## src/rtl/procyon_biu_line_fetch_pkg.sv

```systemverilog
// Shared definitions for the BIU line-fill engine: FSM encodings and
// beat-counter sizing helpers.
package procyon_biu_pkg;

  localparam int BIU_STATE_WIDTH = 2;

  typedef enum logic [BIU_STATE_WIDTH-1:0] {
    BIU_STATE_IDLE = 2'b00,
    BIU_STATE_BUSY = 2'b01,
    BIU_STATE_DONE = 2'b10
  } biu_state_e;

  // Counter width for a given beat count, never narrower than one bit.
  function automatic int biu_cnt_width(input int beats);
    return (beats > 1) ? $clog2(beats) : 1;
  endfunction

  // Number of low address bits selecting a byte inside one bus beat.
  function automatic int biu_byte_sel_width(input int bus_data_width);
    return $clog2(bus_data_width / 8);
  endfunction

endpackage

```

## src/rtl/procyon_biu_line_fetch_if.sv

```systemverilog
// MHQ request/completion and memory-bus signals of the line-fill engine.
// The slave modport is the engine itself; master is the MHQ plus memory side.
interface procyon_biu_line_fetch_if #(
  parameter int OPTN_ADDR_WIDTH     = 32,
  parameter int OPTN_DC_LINE_SIZE   = 32,
  parameter int OPTN_BUS_DATA_WIDTH = 32,
  parameter int OPTN_MHQ_TAG_WIDTH  = 2
);
  localparam int DC_LINE_WIDTH   = OPTN_DC_LINE_SIZE * 8;
  localparam int DC_OFFSET_WIDTH = $clog2(OPTN_DC_LINE_SIZE);

  logic                                       i_req_valid;
  logic                                       o_req_ready;
  logic [OPTN_ADDR_WIDTH-DC_OFFSET_WIDTH-1:0] i_req_addr;
  logic [OPTN_MHQ_TAG_WIDTH-1:0]              i_req_tag;

  logic                                       o_bus_en;
  logic [OPTN_ADDR_WIDTH-1:0]                 o_bus_addr;
  logic                                       i_bus_ack;
  logic [OPTN_BUS_DATA_WIDTH-1:0]             i_bus_data;

  logic                                       o_biu_done;
  logic [OPTN_MHQ_TAG_WIDTH-1:0]              o_biu_tag;
  logic [DC_LINE_WIDTH-1:0]                   o_biu_data;

  modport slave (
    input  i_req_valid, i_req_addr, i_req_tag, i_bus_ack, i_bus_data,
    output o_req_ready, o_bus_en, o_bus_addr, o_biu_done, o_biu_tag, o_biu_data
  );

  modport master (
    output i_req_valid, i_req_addr, i_req_tag, i_bus_ack, i_bus_data,
    input  o_req_ready, o_bus_en, o_bus_addr, o_biu_done, o_biu_tag, o_biu_data
  );

endinterface

```

## src/rtl/procyon_biu_line_fetch_beat_assembler.sv

```systemverilog
// Beat counter plus line register: each accepted beat is written into the
// slot selected by the counter, beat 0 landing at the line LSBs.
module procyon_biu_beat_assembler
  import procyon_biu_pkg::*;
#(
  parameter int BUS_WIDTH = 32,
  parameter int BEATS     = 8,
  parameter int CNT_WIDTH = biu_cnt_width(BEATS)
) (
  input  logic                       clk,
  input  logic                       n_rst,
  input  logic                       i_en,
  input  logic                       i_clear,
  input  logic [BUS_WIDTH-1:0]       i_data,
  output logic [BUS_WIDTH*BEATS-1:0] o_line,
  output logic [CNT_WIDTH-1:0]       o_beat_cnt,
  output logic                       o_last_beat
);

  logic [CNT_WIDTH-1:0] cnt_next;

  // BEATS is a power of two, so the increment wraps to zero after the last beat.
  assign cnt_next    = i_clear ? '0 : o_beat_cnt + CNT_WIDTH'(1);
  assign o_last_beat = (o_beat_cnt == CNT_WIDTH'(BEATS - 1));

  procyon_srff #(.WIDTH(CNT_WIDTH), .RESET_VALUE('0)) u_beat_cnt (
    .clk   (clk),
    .n_rst (n_rst),
    .i_en  (i_en | i_clear),
    .i_d   (cnt_next),
    .o_q   (o_beat_cnt)
  );

  for (genvar b = 0; b < BEATS; b++) begin : g_beat
    procyon_ff #(.WIDTH(BUS_WIDTH)) u_beat_data (
      .clk  (clk),
      .i_en (i_en && (o_beat_cnt == CNT_WIDTH'(b))),
      .i_d  (i_data),
      .o_q  (o_line[b*BUS_WIDTH +: BUS_WIDTH])
    );
  end

endmodule

```

## src/rtl/procyon_ff.sv

```systemverilog
// Enabled datapath register with no reset.
module procyon_ff #(
  parameter int WIDTH = 1
) (
  input  logic             clk,
  input  logic             i_en,
  input  logic [WIDTH-1:0] i_d,
  output logic [WIDTH-1:0] o_q
);

  // NOTE: datapath storage is deliberately left unreset; its contents are
  // only consumed after being written, and skipping the reset keeps the
  // reset net off wide data registers.
  always_ff @(posedge clk) begin
    if (i_en) o_q <= i_d;
  end

endmodule

```

## src/rtl/procyon_srff.sv

```systemverilog
// Enabled control register with asynchronous active-low reset to a constant.
module procyon_srff #(
  parameter int               WIDTH       = 1,
  parameter logic [WIDTH-1:0] RESET_VALUE = '0
) (
  input  logic             clk,
  input  logic             n_rst,
  input  logic             i_en,
  input  logic [WIDTH-1:0] i_d,
  output logic [WIDTH-1:0] o_q
);

  // NOTE: sequential state uses non-blocking assignment so every register
  // samples its inputs from before the edge, independent of block order.
  always_ff @(posedge clk or negedge n_rst) begin
    if (!n_rst)    o_q <= RESET_VALUE;
    else if (i_en) o_q <= i_d;
  end

endmodule

```

## src/rtl/procyon_biu_line_fetch.sv

```systemverilog
// Line-fill engine: takes one MHQ miss, reads the line as ascending bus
// beats, then reports the assembled line with a one-cycle done pulse.
module procyon_biu_line_fetch
  import procyon_biu_pkg::*;
#(
  parameter int OPTN_ADDR_WIDTH     = 32,
  parameter int OPTN_DC_LINE_SIZE   = 32,
  parameter int OPTN_BUS_DATA_WIDTH = 32,
  parameter int OPTN_MHQ_TAG_WIDTH  = 2
) (
  input logic                     clk,
  input logic                     n_rst,
  procyon_biu_line_fetch_if.slave bus
);

  localparam int DC_LINE_WIDTH   = OPTN_DC_LINE_SIZE * 8;
  localparam int DC_OFFSET_WIDTH = $clog2(OPTN_DC_LINE_SIZE);
  localparam int LINE_ADDR_WIDTH = OPTN_ADDR_WIDTH - DC_OFFSET_WIDTH;
  localparam int BEATS           = DC_LINE_WIDTH / OPTN_BUS_DATA_WIDTH;
  localparam int CNT_WIDTH       = biu_cnt_width(BEATS);
  localparam int BYTE_SEL_WIDTH  = biu_byte_sel_width(OPTN_BUS_DATA_WIDTH);

  logic [BIU_STATE_WIDTH-1:0]    state_q;
  biu_state_e                    state;
  biu_state_e                    state_next;
  logic                          accept;
  logic                          beat_en;
  logic                          last_beat;
  logic [CNT_WIDTH-1:0]          beat_cnt;
  logic [DC_OFFSET_WIDTH-1:0]    beat_offset;
  logic [LINE_ADDR_WIDTH-1:0]    addr_r;
  logic [OPTN_MHQ_TAG_WIDTH-1:0] tag_r;
  logic [DC_LINE_WIDTH-1:0]      line;

  assign state   = biu_state_e'(state_q);
  assign accept  = (state == BIU_STATE_IDLE) && bus.i_req_valid;
  assign beat_en = (state == BIU_STATE_BUSY) && bus.i_bus_ack;

  // NOTE: every combinational output gets a default before the case so no
  // path through the block leaves it unassigned, which would infer a latch.
  always_comb begin
    state_next = BIU_STATE_IDLE;
    case (state)
      BIU_STATE_IDLE: state_next = bus.i_req_valid ? BIU_STATE_BUSY : BIU_STATE_IDLE;
      BIU_STATE_BUSY: state_next = (bus.i_bus_ack && last_beat) ? BIU_STATE_DONE : BIU_STATE_BUSY;
      BIU_STATE_DONE: state_next = BIU_STATE_IDLE;
      default:        state_next = BIU_STATE_IDLE;
    endcase
  end

  procyon_srff #(.WIDTH(BIU_STATE_WIDTH), .RESET_VALUE(BIU_STATE_IDLE)) u_state (
    .clk   (clk),
    .n_rst (n_rst),
    .i_en  (1'b1),
    .i_d   (state_next),
    .o_q   (state_q)
  );

  procyon_ff #(.WIDTH(LINE_ADDR_WIDTH)) u_addr (
    .clk  (clk),
    .i_en (accept),
    .i_d  (bus.i_req_addr),
    .o_q  (addr_r)
  );

  procyon_ff #(.WIDTH(OPTN_MHQ_TAG_WIDTH)) u_tag (
    .clk  (clk),
    .i_en (accept),
    .i_d  (bus.i_req_tag),
    .o_q  (tag_r)
  );

  procyon_biu_beat_assembler #(
    .BUS_WIDTH (OPTN_BUS_DATA_WIDTH),
    .BEATS     (BEATS),
    .CNT_WIDTH (CNT_WIDTH)
  ) u_assembler (
    .clk         (clk),
    .n_rst       (n_rst),
    .i_en        (beat_en),
    .i_clear     (accept),
    .i_data      (bus.i_bus_data),
    .o_line      (line),
    .o_beat_cnt  (beat_cnt),
    .o_last_beat (last_beat)
  );

  // Beat index sits directly above the byte-select bits inside the line offset.
  assign beat_offset = DC_OFFSET_WIDTH'(beat_cnt) << BYTE_SEL_WIDTH;

  // All outputs decode the registered state; ack never reaches them combinationally.
  assign bus.o_req_ready = (state == BIU_STATE_IDLE);
  assign bus.o_bus_en    = (state == BIU_STATE_BUSY);
  assign bus.o_bus_addr  = {addr_r, beat_offset};
  assign bus.o_biu_done  = (state == BIU_STATE_DONE);
  assign bus.o_biu_tag   = tag_r;
  assign bus.o_biu_data  = line;

endmodule
```

## src/flat_wrapper.sv

```systemverilog
// flat-port wrapper written by rule: the top's interface ports become plain ports
module procyon_biu_line_fetch_flat import procyon_biu_pkg::*;
#(
  parameter int OPTN_ADDR_WIDTH     = 32,
  parameter int OPTN_DC_LINE_SIZE   = 32,
  parameter int OPTN_BUS_DATA_WIDTH = 32,
  parameter int OPTN_MHQ_TAG_WIDTH  = 2
)
  (clk, n_rst, bus_i_req_valid, bus_i_req_addr, bus_i_req_tag, bus_i_bus_ack, bus_i_bus_data, bus_o_req_ready, bus_o_bus_en, bus_o_bus_addr, bus_o_biu_done, bus_o_biu_tag, bus_o_biu_data);
  procyon_biu_line_fetch_if #(.OPTN_ADDR_WIDTH(OPTN_ADDR_WIDTH), .OPTN_DC_LINE_SIZE(OPTN_DC_LINE_SIZE), .OPTN_BUS_DATA_WIDTH(OPTN_BUS_DATA_WIDTH), .OPTN_MHQ_TAG_WIDTH(OPTN_MHQ_TAG_WIDTH)) bus_i ();
  input logic clk;
  input logic n_rst;
  input wire logic [$bits(bus_i.i_req_valid)-1:0] bus_i_req_valid;
  input wire logic [$bits(bus_i.i_req_addr)-1:0] bus_i_req_addr;
  input wire logic [$bits(bus_i.i_req_tag)-1:0] bus_i_req_tag;
  input wire logic [$bits(bus_i.i_bus_ack)-1:0] bus_i_bus_ack;
  input wire logic [$bits(bus_i.i_bus_data)-1:0] bus_i_bus_data;
  output wire logic [$bits(bus_i.o_req_ready)-1:0] bus_o_req_ready;
  output wire logic [$bits(bus_i.o_bus_en)-1:0] bus_o_bus_en;
  output wire logic [$bits(bus_i.o_bus_addr)-1:0] bus_o_bus_addr;
  output wire logic [$bits(bus_i.o_biu_done)-1:0] bus_o_biu_done;
  output wire logic [$bits(bus_i.o_biu_tag)-1:0] bus_o_biu_tag;
  output wire logic [$bits(bus_i.o_biu_data)-1:0] bus_o_biu_data;
  assign bus_i.i_req_valid = bus_i_req_valid;
  assign bus_i.i_req_addr = bus_i_req_addr;
  assign bus_i.i_req_tag = bus_i_req_tag;
  assign bus_i.i_bus_ack = bus_i_bus_ack;
  assign bus_i.i_bus_data = bus_i_bus_data;
  assign bus_o_req_ready = bus_i.o_req_ready;
  assign bus_o_bus_en = bus_i.o_bus_en;
  assign bus_o_bus_addr = bus_i.o_bus_addr;
  assign bus_o_biu_done = bus_i.o_biu_done;
  assign bus_o_biu_tag = bus_i.o_biu_tag;
  assign bus_o_biu_data = bus_i.o_biu_data;
  procyon_biu_line_fetch #(.OPTN_ADDR_WIDTH(OPTN_ADDR_WIDTH), .OPTN_DC_LINE_SIZE(OPTN_DC_LINE_SIZE), .OPTN_BUS_DATA_WIDTH(OPTN_BUS_DATA_WIDTH), .OPTN_MHQ_TAG_WIDTH(OPTN_MHQ_TAG_WIDTH)) u_core (.clk(clk), .n_rst(n_rst), .bus(bus_i));
endmodule
```

## config.mk

```make
export PLATFORM = sky130hd
export DESIGN_NAME = procyon_biu_line_fetch_flat
export DESIGN_NICKNAME = d
export VERILOG_FILES = /design/src/rtl/procyon_biu_line_fetch_pkg.sv /design/src/rtl/procyon_biu_line_fetch_if.sv /design/src/rtl/procyon_biu_line_fetch_beat_assembler.sv /design/src/rtl/procyon_ff.sv /design/src/rtl/procyon_srff.sv /design/src/rtl/procyon_biu_line_fetch.sv /design/src/flat_wrapper.sv
export SDC_FILE = /design/constraint.sdc
export NUM_CORES = 1
export LEC_CHECK = 0
export ABC_AREA = 1
export BUFFER_PORTS_ARGS = -buffer_cell sky130_fd_sc_hd__buf_2
export CORE_MARGIN = 5
export CORE_UTILIZATION = 30
export CTS_BUF_LIST = sky130_fd_sc_hd__clkbuf_4
export DETAILED_ROUTE_END_ITERATION = 16
export PLACE_DENSITY = 0.54
export SYNTH_ARGS = -nofsm -noshare
export SYNTH_HDL_FRONTEND = slang
export SYNTH_SLANG_ARGS = --single-unit
```

## constraint.sdc

```tcl
create_clock -name clk -period 6.6 [get_ports clk]
set_input_delay 1.32 -clock clk [delete_from_list [all_inputs] [get_ports clk]]
set_output_delay 1.32 -clock clk [all_outputs]
set_load 0.1 [all_outputs]
```

# Word level (Yosys, flattened, before mapping)
# Cells that the tools add are included.
# op_classes
multipliers	0
n_reduce_logical	13
n_lt_le_gt_ge	0
n_mux	4
eq_ne	9
shift	0
n_div	0
add_sub_neg	1
bitwise	1
# op_table
cell	n
$eq A3 B3 Y1 const B	4
$logic_and A1 B1 Y1	11
$eq A3 B2 Y1 const B	2
$pmux W2 S2	1
$add A3 B1 Y3 const B	1
$eq A3 B1 Y1 const B	1
$logic_not A3 Y1	1
$mux W3	1
$eq A2 B1 Y1 const B	1
$eq A2 B2 Y1 const B	1
$logic_not A2 Y1	1
$mux W2	1
$mux W1	1
$or A1 B1 Y1	1
# word_totals
wordCells	40
latch_bits	0
memories	0
rom_bits	0
ramBits	0
ff_bits	290
out_inout_bits	293

# Longest topological paths before layout
# logic_depth
ltp_word	4
ltp_mapped	5
depth_no_buf	5

# Cells and area by module
# From an unflattened synthesis, not the netlist that was laid out.
# unflattened
cells_unflattened	351
hier_area_um2	8983.6
# modules_own_cells
module	cells_per_inst	instances	seq_area_each_um2	area_per_inst_um2
procyon_ff at u_core.u_assembler.g_beat[0].u_beat_data ...	32	8	960.9	960.9
procyon_ff at u_core.u_addr	27	1	810.8	810.8
procyon_biu_beat_assembler	27	1	0.0	156.4
procyon_srff at u_core.u_assembler.u_beat_cnt	13	1	75.1	112.6
procyon_biu_line_fetch	17	1	0.0	80.1
procyon_srff at u_core.u_state	9	1	50.0	76.3
procyon_ff at u_core.u_tag	2	1	60.1	60.1

# Worst setup path before layout
# Ideal clock, no wire load.
# synth_path
kind	input -> register
startpoint	input bus_i_bus_ack
endpoint	register u_core.u_assembler.g_beat[2].u_beat_data.o_q[0] (enable)
setup_ps	461
setup_slack_ps	2399
t_arrival_ps	3740
path_buffers	1
cell_stages	3
required_time_ps	6139
path_cell_list	nand3_2 -> buf_6 -> nor3_1
# synth_between
elab_chain_len	2
# synth_rtl
item	line	rtl
start, declared	flat_wrapper.sv:16	input wire logic [$bits(bus_i.i_bus_ack)-1:0] bus_i_bus_ack;
$logic_and A1 B1 Y1	procyon_biu_line_fetch.sv:37	assign beat_en = (state == BIU_STATE_BUSY) && bus.i_bus_ack;
$logic_and A1 B1 Y1	procyon_biu_line_fetch_beat_assembler.sv:37	.i_en (i_en && (o_beat_cnt == CNT_WIDTH'(b))),
net u_core.u_assembler.g_beat[2].u_beat_data.i_en	procyon_ff.sv:6	input logic i_en,
end signal, assigned	procyon_ff.sv:15	if (i_en) o_q <= i_d;
end, declared	procyon_ff.sv:8	output logic [WIDTH-1:0] o_q
# The timed path passes the listed nets, and every way through them passes these cells.
# A chain may end at the register's enable or synchronous reset.

# Final worst setup path
# layout_path
startpoint	register u_core.u_state.o_q[1]
endpoint	output bus_o_bus_en
# layout_between
elab_chain_len	1
# layout_rtl
item	line	rtl
start, declared	procyon_srff.sv:10	output logic [WIDTH-1:0] o_q
start signal, assigned	procyon_srff.sv:17	else if (i_en) o_q <= i_d;
$eq A2 B1 Y1	procyon_biu_line_fetch.sv:93	assign bus.o_bus_en = (state == BIU_STATE_BUSY);
end, declared	flat_wrapper.sv:19	output wire logic [$bits(bus_i.o_bus_en)-1:0] bus_o_bus_en;
# Every way passes these cells.

==> summary.md <==
| Metric | Value |
|---|---|
| Cell Chain, Critical Path | inv_1 -> nand2_1 -> inv_1 -> buf_2 |
| Cells after Synth | 338 |
| Slew @ Worst Pin | 1220 ps |
| Fin area | 12200 sq um |
| Pwr per Cell Area | 455 nW/um^2 |
| Rel. slew slack | 18.2% |
| Setup bufs post-CTS | 0 |
| Detailed Routing Iterations Pass 1 | 4 |
| Tcrit/Tclk final | 47.1% |
| Antenna-violating nets left | 0 |
| Cell Rows | 63 |
| Yosys reg bits | 290 |
| Post-synth top area cell | edfxtp_1 |
| Seq/Total Area, Yosys | 97.0% |
| GRT overflow | 0 |
| CTS H-tree depth | 3 |
| Post-DP Area | 11300 sq um |
| Starting Density | 30.3% |
| First-pass GRT wire length | 31800 um |
| Clock latency at the later pin of the worst-skew pair | 630 ps |
| Pin count of the biggest net entering global routing | 33 |
| Worst Setup End Kind | primary output |
| Reg2reg end | u_core.u_assembler.g_beat[2].u_beat_data.o_q[16] |
| Total negative slack | 0 ps |
| Final hold violation count | 0 |
| DR WL/cell | 18.2 um |
| GRT Resource Usage Total | 12.7% |
| Outcome | finished clean |
| # hold bufs at CTS | 0 |
| CTS tree | done |
| CTS Buf Count | 74 |
| Critical path's largest stage delay | 430 ps |
| Buffers on Ports | 355 |
| FILL cells | 2685 |
| P_leak | 4.81 nW |
| Max Cap Viol | 0 |
| Setup slack after layout | 3490 ps |
| Die extent in y | 183 um |
| Synth warn | 0 |
| # setup viols final | 0 |
| Via-per-instance ratio | 4.09 |
| RR Startpoint | u_core.u_state.o_q[1] |
| Max Slew Vio Count | 0 |
| Crit path DAT | 1790 ps |
| Crit path max-delay family | buffers and inverters |
| Initial antenna violation count | 0 |
| Full die area | 33400 sq um |
| Most frequent cells in the layout | buf_2, edfxtp_1, clkbuf_4 |
| Clock Skew | 36.8 ps |
| CORE AREA | 29600 sq um |
| Detailed-route DRC error count | 0 |
| Max IR drop VDD | 314 uV |
| Post-Syn Area | 8950 sq um |
| Nets@finish | 846 |
| Die X | 183 um |
| Syn_area_per_cell | 26.5 sq um |
| Finished Core Util | 41.4% |
| Vias in the first global route | 5217 |
| Share of cells above drive strength 1 | 58.9% |
| RSZ-0062 raised after global routing | false |
| R2r setup slk | 4050 ps |
| Area grow syn2layout | 36.6% |
| Root buffer cell | clkbuf_4 |
| Reg2reg path depth | 4 |
| Minimum hold slack | 499 ps |
| WP buf/inv | 3 |
| Commonest non-fill, non-tap cell in the layout | buf_2 |
| Hold Path Class | primary input to asynchronous set/reset pin |
| Cell variety after synth | 13 |
| Clock tree buffer depth | 3 |
| Via Count | 4971 |
| Inserted Diodes | 0 |
| Crit Path Category | flop to primary output |
| Synth top area cells | edfxtp_1, dfrtp_1, ha_1 |
| Critical Path RT | 5280 ps |
| Crit path launch type | flop |
| TritonCTS Sinks | 290 |
| Clock slew at reported path FFs | 60 ps |
| Number of gates resized after cts | 0 |
| Area share of the largest cell type after synthesis | 95.6% |
| CP most frequent cell | inv_1 |
| Gpl congestion | 0.760 |
| I/O pin count | 358 |
| Slowest-stage cell, CP | buf_2 |
| Fmax | 322 MHz |
| Crit path max fanout | 4 |
| Dpl ws | 3020 ps |
| Min Tclk post-route | 3110 ps |
| Drt initial violations | 239 |
| Routed wire length | 22100 um |
| Post-DP HPWL | 15100 um |
[sequential cells by signal, indices dropped and copies added, names as in the netlist]
| signal | cells |
|---|---|
| u_core.u_addr.o_q | 27 |
| u_core.u_assembler.g_beat.u_beat_data.o_q | 256 |
| u_core.u_assembler.u_beat_cnt.o_q | 3 |
| u_core.u_state.o_q | 2 |
| u_core.u_tag.o_q | 2 |
[kinds of logic after synthesis]
group | after synthesis | synth area share [%]
adders and majority gates | 6 | 0.839
and+or+nand+nor | 26 | 1.31
DFF | 290 | 97.0
other | 1 | 0.0419
buffers and inverters | 15 | 0.797
[layout make-up]
cell class              count  area [sq um]  area share (%)
clock buffers             105           788            6.45
clock inverters            21           140            1.15
inverters                  12          45.0           0.368
multi-input cells          34           245            2.01
flip-flops and latches    290          8680            71.0
well taps                 390           488            3.99
repair buffers            363          1840            15.0
[worst max-delay path by stage]
stage,from,end,cells past startpoint
6_report,u_core.u_state.o_q[1],bus_o_bus_en,4
5_1_grt,u_core.u_state.o_q[1],bus_o_bus_en,4
4_1_cts,u_core.u_state.o_q[1],bus_o_bus_en,4
3_5_place_dp,bus_i_bus_ack,u_core.u_assembler.g_beat[2].u_beat_data.o_q[19],4
3_3_place_gp,bus_i_bus_ack,u_core.u_assembler.g_beat[2].u_beat_data.o_q[19],4
2_1_floorplan,bus_i_bus_ack,u_core.u_assembler.g_beat[2].u_beat_data.o_q[0],3
[synth_stat cells, drive strengths merged]
| library cell | number |
|---|---|
| edfxtp | 285 |
| nand2 | 10 |
| conb | 1 |
| ha | 6 |
| inv | 12 |
| nand4 | 1 |
| nand3 | 4 |
| buf | 3 |
| nor3 | 6 |
| nor2 | 5 |
| dfrtp | 5 |
[routing by layer]
layer	wire length (um)	up-vias	track usage, %
li1	-	2255	-
met1	7660	2387	13.3
met2	11400	283	22.2
met3	2630	46	6.29
met4	456	0	4.56
met5	0	-	0
[power breakdown]
group          switching (mW)  leakage [nW]  total, mW  internal [mW]
sequential             0.0609          2.65       2.33           2.27
combinational            1.58          1.61       1.74          0.165
clock                   0.669         0.554       1.48          0.810
[through the flow]
| stage | power (mW) | instances |
|---|---|---|
| after detailed placement | 4.14 | 1089 |
| after global placement | 4.13 | 1089 |
| after floorplan | 3.81 | 339 |
| final | 5.56 | 1215 |
| after global routing | 5.80 | 1215 |
| after CTS | 5.65 | 1215 |
No activity file was read; power rests on OpenSTA's default activity.
